<file path="src/rtl/condicionador_botoes_if.sv">
// Button-conditioner bus: raw levels and enable in, debounced pulses and levels out.
// The slave modport is the conditioner; the master modport is whoever drives the buttons.
interface condicionador_botoes_if #(
  parameter int unsigned N_BOTOES = 6
) ();

  logic                habilitar;
  logic [N_BOTOES-1:0] botoes_brutos;
  logic [N_BOTOES-1:0] botoes_pulso;
  logic [N_BOTOES-1:0] botoes_estaveis;
  logic                algum_pulso;

  modport master (
    output habilitar,
    output botoes_brutos,
    input  botoes_pulso,
    input  botoes_estaveis,
    input  algum_pulso
  );

  modport slave (
    input  habilitar,
    input  botoes_brutos,
    output botoes_pulso,
    output botoes_estaveis,
    output algum_pulso
  );

endinterface

</file>
<file path="src/rtl/condicionador_botoes.sv">
// Push-button conditioner: 2-FF synchroniser, per-button debounce FSM and counter,
// one registered pulse per accepted press, maskable by habilitar.
module condicionador_botoes #(
  parameter int unsigned N_BOTOES        = 6,
  parameter int unsigned DEBOUNCE_CICLOS = 500000
) (
  input  logic                  clk,
  input  logic                  rst_n,
  condicionador_botoes_if.slave bus
);

  localparam int unsigned    CntW   = $clog2(DEBOUNCE_CICLOS + 1);
  localparam logic [CntW-1:0] CntMax = CntW'(DEBOUNCE_CICLOS - 1);

  typedef enum logic [1:0] {
    StSolto,
    StConfirmaPress,
    StPressionado,
    StConfirmaSolta
  } estado_e;

  logic [N_BOTOES-1:0] sync1_q;
  logic [N_BOTOES-1:0] sync2_q;
  logic [N_BOTOES-1:0] pulso_vec;
  logic [N_BOTOES-1:0] estavel_vec;

  always_ff @(posedge clk or negedge rst_n) begin
    if (!rst_n) begin
      sync1_q <= '0;
      sync2_q <= '0;
    end else begin
      sync1_q <= bus.botoes_brutos;
      sync2_q <= sync1_q;
    end
  end

  for (genvar i = 0; i < N_BOTOES; i++) begin : g_botao
    estado_e         estado_q, estado_d;
    logic [CntW-1:0] cnt_q, cnt_d;
    logic            estavel_q, estavel_d;
    logic            pulso_q, pulso_d;

    always_ff @(posedge clk or negedge rst_n) begin
      if (!rst_n) begin
        estado_q  <= StSolto;
        cnt_q     <= '0;
        estavel_q <= 1'b0;
        pulso_q   <= 1'b0;
      end else begin
        estado_q  <= estado_d;
        cnt_q     <= cnt_d;
        estavel_q <= estavel_d;
        pulso_q   <= pulso_d;
      end
    end

    always_comb begin
      estado_d  = estado_q;
      cnt_d     = cnt_q;
      estavel_d = estavel_q;
      pulso_d   = 1'b0;
      unique case (estado_q)
        StSolto: begin
          if (sync2_q[i]) begin
            estado_d = StConfirmaPress;
            cnt_d    = '0;
          end
        end
        StConfirmaPress: begin
          if (!sync2_q[i]) begin
            estado_d = StSolto;
            cnt_d    = '0;
          end else if (cnt_q == CntMax) begin
            estado_d  = StPressionado;
            estavel_d = 1'b1;
            // A press accepted while masked is dropped, never queued.
            pulso_d   = bus.habilitar;
          end else begin
            cnt_d = cnt_q + 1'b1;
          end
        end
        StPressionado: begin
          if (!sync2_q[i]) begin
            estado_d = StConfirmaSolta;
            cnt_d    = '0;
          end
        end
        StConfirmaSolta: begin
          if (sync2_q[i]) begin
            estado_d = StPressionado;
            cnt_d    = '0;
          end else if (cnt_q == CntMax) begin
            estado_d  = StSolto;
            estavel_d = 1'b0;
          end else begin
            cnt_d = cnt_q + 1'b1;
          end
        end
        default: estado_d = StSolto;
      endcase
    end

    assign pulso_vec[i]   = pulso_q;
    assign estavel_vec[i] = estavel_q;
  end

  assign bus.botoes_pulso    = pulso_vec;
  assign bus.botoes_estaveis = estavel_vec;
  assign bus.algum_pulso     = |pulso_vec;

endmodule

</file>
<file path="src/flat_wrapper.sv">
// flat-port wrapper written by rule: the top's interface ports become plain ports
module condicionador_botoes_flat 
#(
  parameter int unsigned N_BOTOES        = 6,
  parameter int unsigned DEBOUNCE_CICLOS = 500000
)
  (clk, rst_n, bus_habilitar, bus_botoes_brutos, bus_botoes_pulso, bus_botoes_estaveis, bus_algum_pulso);
  condicionador_botoes_if #(.N_BOTOES(N_BOTOES)) bus_i ();
  input  logic clk;
  input  logic rst_n;
  input wire logic [$bits(bus_i.habilitar)-1:0] bus_habilitar;
  input wire logic [$bits(bus_i.botoes_brutos)-1:0] bus_botoes_brutos;
  output wire logic [$bits(bus_i.botoes_pulso)-1:0] bus_botoes_pulso;
  output wire logic [$bits(bus_i.botoes_estaveis)-1:0] bus_botoes_estaveis;
  output wire logic [$bits(bus_i.algum_pulso)-1:0] bus_algum_pulso;
  assign bus_i.habilitar = bus_habilitar;
  assign bus_i.botoes_brutos = bus_botoes_brutos;
  assign bus_botoes_pulso = bus_i.botoes_pulso;
  assign bus_botoes_estaveis = bus_i.botoes_estaveis;
  assign bus_algum_pulso = bus_i.algum_pulso;
  condicionador_botoes #(.N_BOTOES(N_BOTOES), .DEBOUNCE_CICLOS(DEBOUNCE_CICLOS)) u_core (.clk(clk), .rst_n(rst_n), .bus(bus_i));
endmodule
</file>
<file path="config.mk">
export PLATFORM = sky130hd
export DESIGN_NAME = condicionador_botoes_flat
export DESIGN_NICKNAME = d
export VERILOG_FILES = /design/src/rtl/condicionador_botoes_if.sv /design/src/rtl/condicionador_botoes.sv /design/src/flat_wrapper.sv
export SDC_FILE = /design/constraint.sdc
export NUM_CORES = 1
export LEC_CHECK = 0
export ABC_CLOCK_PERIOD_IN_PS = 3300
export CAP_MARGIN = 20
export CORE_MARGIN = 3
export CORE_UTILIZATION = 24
export CTS_BUF_LIST = sky130_fd_sc_hd__clkbuf_16
export DETAILED_ROUTE_END_ITERATION = 8
export HOLD_SLACK_MARGIN = 0.03
export MAX_ROUTING_LAYER = met4
export SLEW_MARGIN = 5
export SYNTH_ARGS = -nofsm -noshare
export SYNTH_HDL_FRONTEND = slang
export SYNTH_SLANG_ARGS = --single-unit
</file>
<file path="constraint.sdc">
create_clock -name clk -period 3.3 [get_ports clk]
set_input_delay 0.99 -clock clk [delete_from_list [all_inputs] [get_ports clk]]
set_output_delay 0.99 -clock clk [all_outputs]
set_load 0.005 [all_outputs]
</file>
# --- Word level (Yosys, flattened, before mapping) ---
# Index checks and enable logic that the tools add are counted.
word_totals:
  regBits: 150
  inputBits: 9
  output_inout_bits: 13
  elab_cells: 261
classes:
  n_addsub: 6
  eq_ne: 72
  n_mux: 126
  reduce_logical: 31
op_table:
  columns: ["op", "n"]
  rows:
  - ["$mux 19", 30]
  - ["$pmux 19 s4", 6]
  - ["$add 19x1->19 const B", 6]
  - ["$eq 19x19->1 const B", 6]
  - ["$mux 2", 36]
  - ["$ne 2x1->1 const B", 24]
  - ["$pmux 2 s4", 6]
  - ["$mux 1", 42]
  - ["$reduce_and 5->1", 6]
  - ["$eq 2x2->1 const B", 12]
  - ["$ne 2x2->1 const B", 12]
  - ["$reduce_and 4->1", 6]
  - ["$ne 3x1->1 const B", 6]
  - ["$ne 3x3->1 const B", 6]
  - ["$eq 2x1->1 const B", 6]
  - ["$logic_not 2->1", 6]
  - ["$pmux 1 s2", 6]
  - ["$reduce_and 2->1", 6]
  - ["$reduce_bool 2->1", 6]
  - ["$reduce_or 6->1", 1]

# --- Depth between registers and ports, before layout ---
depth:
  ltp_word: 4
  mapped_depth: 8
  mapped_depth_nobuf: 6

# --- Worst setup path before layout ---
# No wires, ideal clock.
synth_timing:
  path_kind: "flip-flop to flip-flop"
  from: "reg u_core.g_botao[5].cnt_q[5]"
  to: "reg (tool-made name)"
  setup_ns: 0.125
  arrival_ns: 1.756
  t_required_ns: 3.175
  slack_ns: 1.419
  stages_incl_launch_ff: 5
  n_path_buf: 0
  period_less_slack_ns: 1.881
  path_cell_list: "dfrtp_1 -> or4b_4 -> nor4_4 -> nand3_2 -> mux2_4"
synth_rtl:
  columns: ["item", "line", "text"]
  rows:
  - ["from (decl)", "condicionador_botoes.sv:39", "logic [CntW-1:0] cnt_q, cnt_d;"]
  - ["from (signal assigned)", "condicionador_botoes.sv:51", "cnt_q <= cnt_d;"]

# --- Worst setup path after layout ---
layout_timing:
  from: "reg u_core.g_botao[2].pulso_q"
  to: "out bus_algum_pulso"
layout_between:
  elab_chain_len: 1
layout_rtl:
  columns: ["item", "line", "text"]
  rows:
  - ["from (decl)", "condicionador_botoes.sv:41", "logic pulso_q, pulso_d;"]
  - ["from (signal assigned)", "condicionador_botoes.sv:53", "pulso_q <= pulso_d;"]
  - ["$reduce_or 6->1", "condicionador_botoes.sv:109", "assign bus.algum_pulso = |pulso_vec;"]
  - ["to (decl)", "flat_wrapper.sv:15", "output wire logic [$bits(bus_i.algum_pulso)-1:0] bus_algum_pulso;"]
# Every way passes these cells.

==> flow_metrics.env <==
export IMPL_status="completed"
export IMPL_die_x_um=187
export IMPL_routed_wl_um=17500
export IMPL_clock_tree_root_cell="clkbuf_16"
export IMPL_cp_slowest_cell="clkdlybuf4s50_1"
export IMPL_fillers=3320
export IMPL_max_cap_viol_count=0
export IMPL_syn2layout_area_growth_pct=15.4
export IMPL_drive_gt1_share_pct=6.65
export IMPL_async_flop_share_pct=100
export IMPL_path_buf_inv=1
export IMPL_grt_first_pass_wirelength_um=29900
export IMPL_grtUsageTotal_pct=10.4
export IMPL_rows=65
export IMPL_period_share_pct=80.1
export IMPL_drt_iter0_markers=528
export IMPL_setup_viol=0
export IMPL_cts_tree="done"
export IMPL_synth_top_area_share_pct=47.5
export IMPL_cts_hold_buf=0
export IMPL_cts_resized=0
export IMPL_clock_latency_ns=0.43
export IMPL_cts_max_level=4
export IMPL_slew_headroom_pct=43.7
export IMPL_fin_setup_tns_ns=0
export IMPL_crit_path_start="u_core.g_botao[2].pulso_q"
export IMPL_n_antenna_cell=0
export IMPL_muxShareOfSynthArea_pct=1.82
export IMPL_port_buffers=21
export IMPL_dr_pass1_iters=5
export IMPL_drc_errors=0
export IMPL_r2r_start="u_core.g_botao[1].cnt_q[0]"
export IMPL_cp_end_kind="output port"
export IMPL_synth_compound_area_share_pct=13.5
export IMPL_yosys_area_share_simple_pct=25.9
export IMPL_synth_warnings=0
export IMPL_avgSynthCellArea_um2=9.23
export IMPL_finalMaxSlewViolations=0
export IMPL_synth_seq_cells=150
export IMPL_synthTopCellsByCount="dfrtp_1 (150), nand2_1 (94), nor2_1 (84)"
export IMPL_drt_vias_per_instance=4.83
export IMPL_yosysTopAreaCell="dfrtp_1"
export IMPL_rsz0062_at_grt="false"
export IMPL_synth_distinct_cells=65
export IMPL_clkTransAtPathRegs_ns=0.06
export IMPL_crit_family="buffers and inverters"
export IMPL_synth_area_leaders="dfrtp_1 (48%), nand2_1 (4.5%), nor2_1 (4.0%)"
export IMPL_die_area_mm2=0.0351
export IMPL_ys_flop_type="dfrtp_1"
export IMPL_clock_sinks=150
export IMPL_report_final_hold_viol_count=0
export IMPL_yosysSeqAreaShare_pct=47.5
export IMPL_via_count=6309
export IMPL_fmax_mhz=378
export IMPL_post_dp_hpwl_um=11900
export IMPL_synth_edf_count=0
export IMPL_path_cells="nor4_1 -> nand2_1 -> clkdlybuf4s50_1"
export IMPL_synthesis_nets=871
export IMPL_final_area_mm2=0.00911
export IMPL_min_period_ns=2.64
export IMPL_synth_xor_area_share_pct=6.54
export IMPL_worst_slew_pin_slew_ns=0.843
export IMPL_start_util_pct=24.7
export IMPL_hold_class="reg2reg"
export IMPL_post_cts_buffers=0
export IMPL_yosysMostFrequentCell="dfrtp_1"
export IMPL_nets=874
export IMPL_cp_max_fo=2
export IMPL_p_leak_nw=3.61
export IMPL_syn_inst=856
export IMPL_min_from="u_core.sync1_q[4]"
export IMPL_globalplace_congestion=0.844
export IMPL_antenna_found_initial=0
export IMPL_grt_start_max_net_pins=70
export IMPL_peakVddDrop_mv=0.318
export IMPL_endpoint="bus_algum_pulso"
export IMPL_numCtsBuffers=17
export IMPL_synthAdderAreaFrac_pct=0.951
export IMPL_ant_nets=0
export IMPL_die_y_um=187
export IMPL_crit_cells=3
export IMPL_core_mm2=0.0320
export IMPL_finClkSkew_ns=0.00731
export IMPL_required_ns=2.31
export IMPL_first_global_vias=5969
export IMPL_detail_route_wl_per_cell_um=13.4
export IMPL_critical_path_class="reg2out"
export IMPL_fin_util_pct=28.5
export IMPL_grt_ovfl_total=0
export IMPL_critPathMaxStageDelay_ns=0.45
export IMPL_ios=22
export IMPL_rr_worst_depth=6
export IMPL_critPathArrivalTime_ns=1.65
export IMPL_cp_start_kind="flip-flop"
export IMPL_syn_cell_area_mm2=0.00790
export IMPL_clock_path_buffers=2
export IMPL_r2r_slack_ns=1.03
export IMPL_dpl_cell_area_mm2=0.00848
export IMPL_p_per_area_mw_per_mm2=458
export IMPL_synth_top_family_by_area="simple AND/OR/NAND/NOR gates"
==> cell type report <==
class | count | area (µm²) | area share [%]
inverters | 15 | 56.3 | 0.618
multi-input cells | 647 | 3850 | 42.3
well taps | 435 | 544 | 5.97
repair buffers | 28 | 277 | 3.03
clock buffers | 17 | 425 | 4.67
clock inverters | 15 | 204 | 2.24
flip-flops and latches | 150 | 3750 | 41.2
==> metrics by stage <==
stage | worst slack [ns] | std cells | hold WS, ns | total power, mW
after floorplan | 1.42 | 856 | 0.331 | 2.05
after global placement | 1.05 | 1275 | 0.335 | 2.13
after detailed placement | 1.05 | 1275 | 0.336 | 2.14
after CTS | 0.605 | 1307 | 0.350 | 4.24
after global routing | 0.477 | 1307 | 0.360 | 4.34
final | 0.656 | 1307 | 0.349 | 4.18
==> how the worst min path moves through the flow <==
stage,endpoint,slack [ns],cells after the start
floorplan,u_core.sync2_q[0],0.33,0
global placement,u_core.sync2_q[4],0.33,0
detailed placement,u_core.sync2_q[4],0.34,0
CTS,u_core.sync2_q[4],0.35,0
global route,u_core.sync2_q[5],0.36,0
finish,u_core.sync2_q[4],0.35,0
==> state kept, by name (all words and copies together), names as in the netlist, named ones only <==
name                      count
u_core.g_botao.estado_q       6
u_core.g_botao.estavel_q      6
u_core.g_botao.pulso_q        6
u_core.sync1_q                6
u_core.sync2_q                6
u_core.g_botao.cnt_q        114
==> cells by family after synthesis <==
| group | count (synthesis) |
|---|---|
| simple gates | 395 |
| compound gates | 174 |
| buf+inv | 59 |
| xor+xnor | 59 |
| mux | 13 |
| flops | 150 |
| fa+ha+maj | 6 |
==> cells in the final DEF (no fill, tap or decap), drive strengths merged, types with 3 or more instances in the layout <==
master / count
a21o: 7
a21oi: 39
a22o: 5
a31oi: 15
and2: 17
and3: 18
and3b: 3
and4: 8
buf: 8
bufinv: 4
clkbuf: 17
clkdlybuf4s50: 20
clkinv: 3
clkinvlp: 4
dfrtp: 150
ha: 6
inv: 19
mux2: 8
mux2i: 5
nand2: 95
nand2b: 7
nand3: 38
nand4: 40
nor2: 85
nor2b: 7
nor3: 32
nor4: 16
nor4b: 6
o211ai: 10
o21ai: 50
o22ai: 26
o41ai: 4
or3: 9
or4: 5
xnor2: 30
xor2: 29
==> layer usage <==
metal	global-route usage, %	vias up	wire [µm]
li1	-	3114	-
met1	14.1	3075	8700
met2	15.5	103	7890
met3	2.60	17	660
met4	3.06	0	225
met5	-	-	0
==> power by group <==
part	switching [mW]	internal (mW)	total, mW
combinational	0.124	0.0616	0.186
clock	0.804	1.27	2.07
sequential	0.0446	1.87	1.91
No activity file was read; power rests on OpenSTA's default activity.
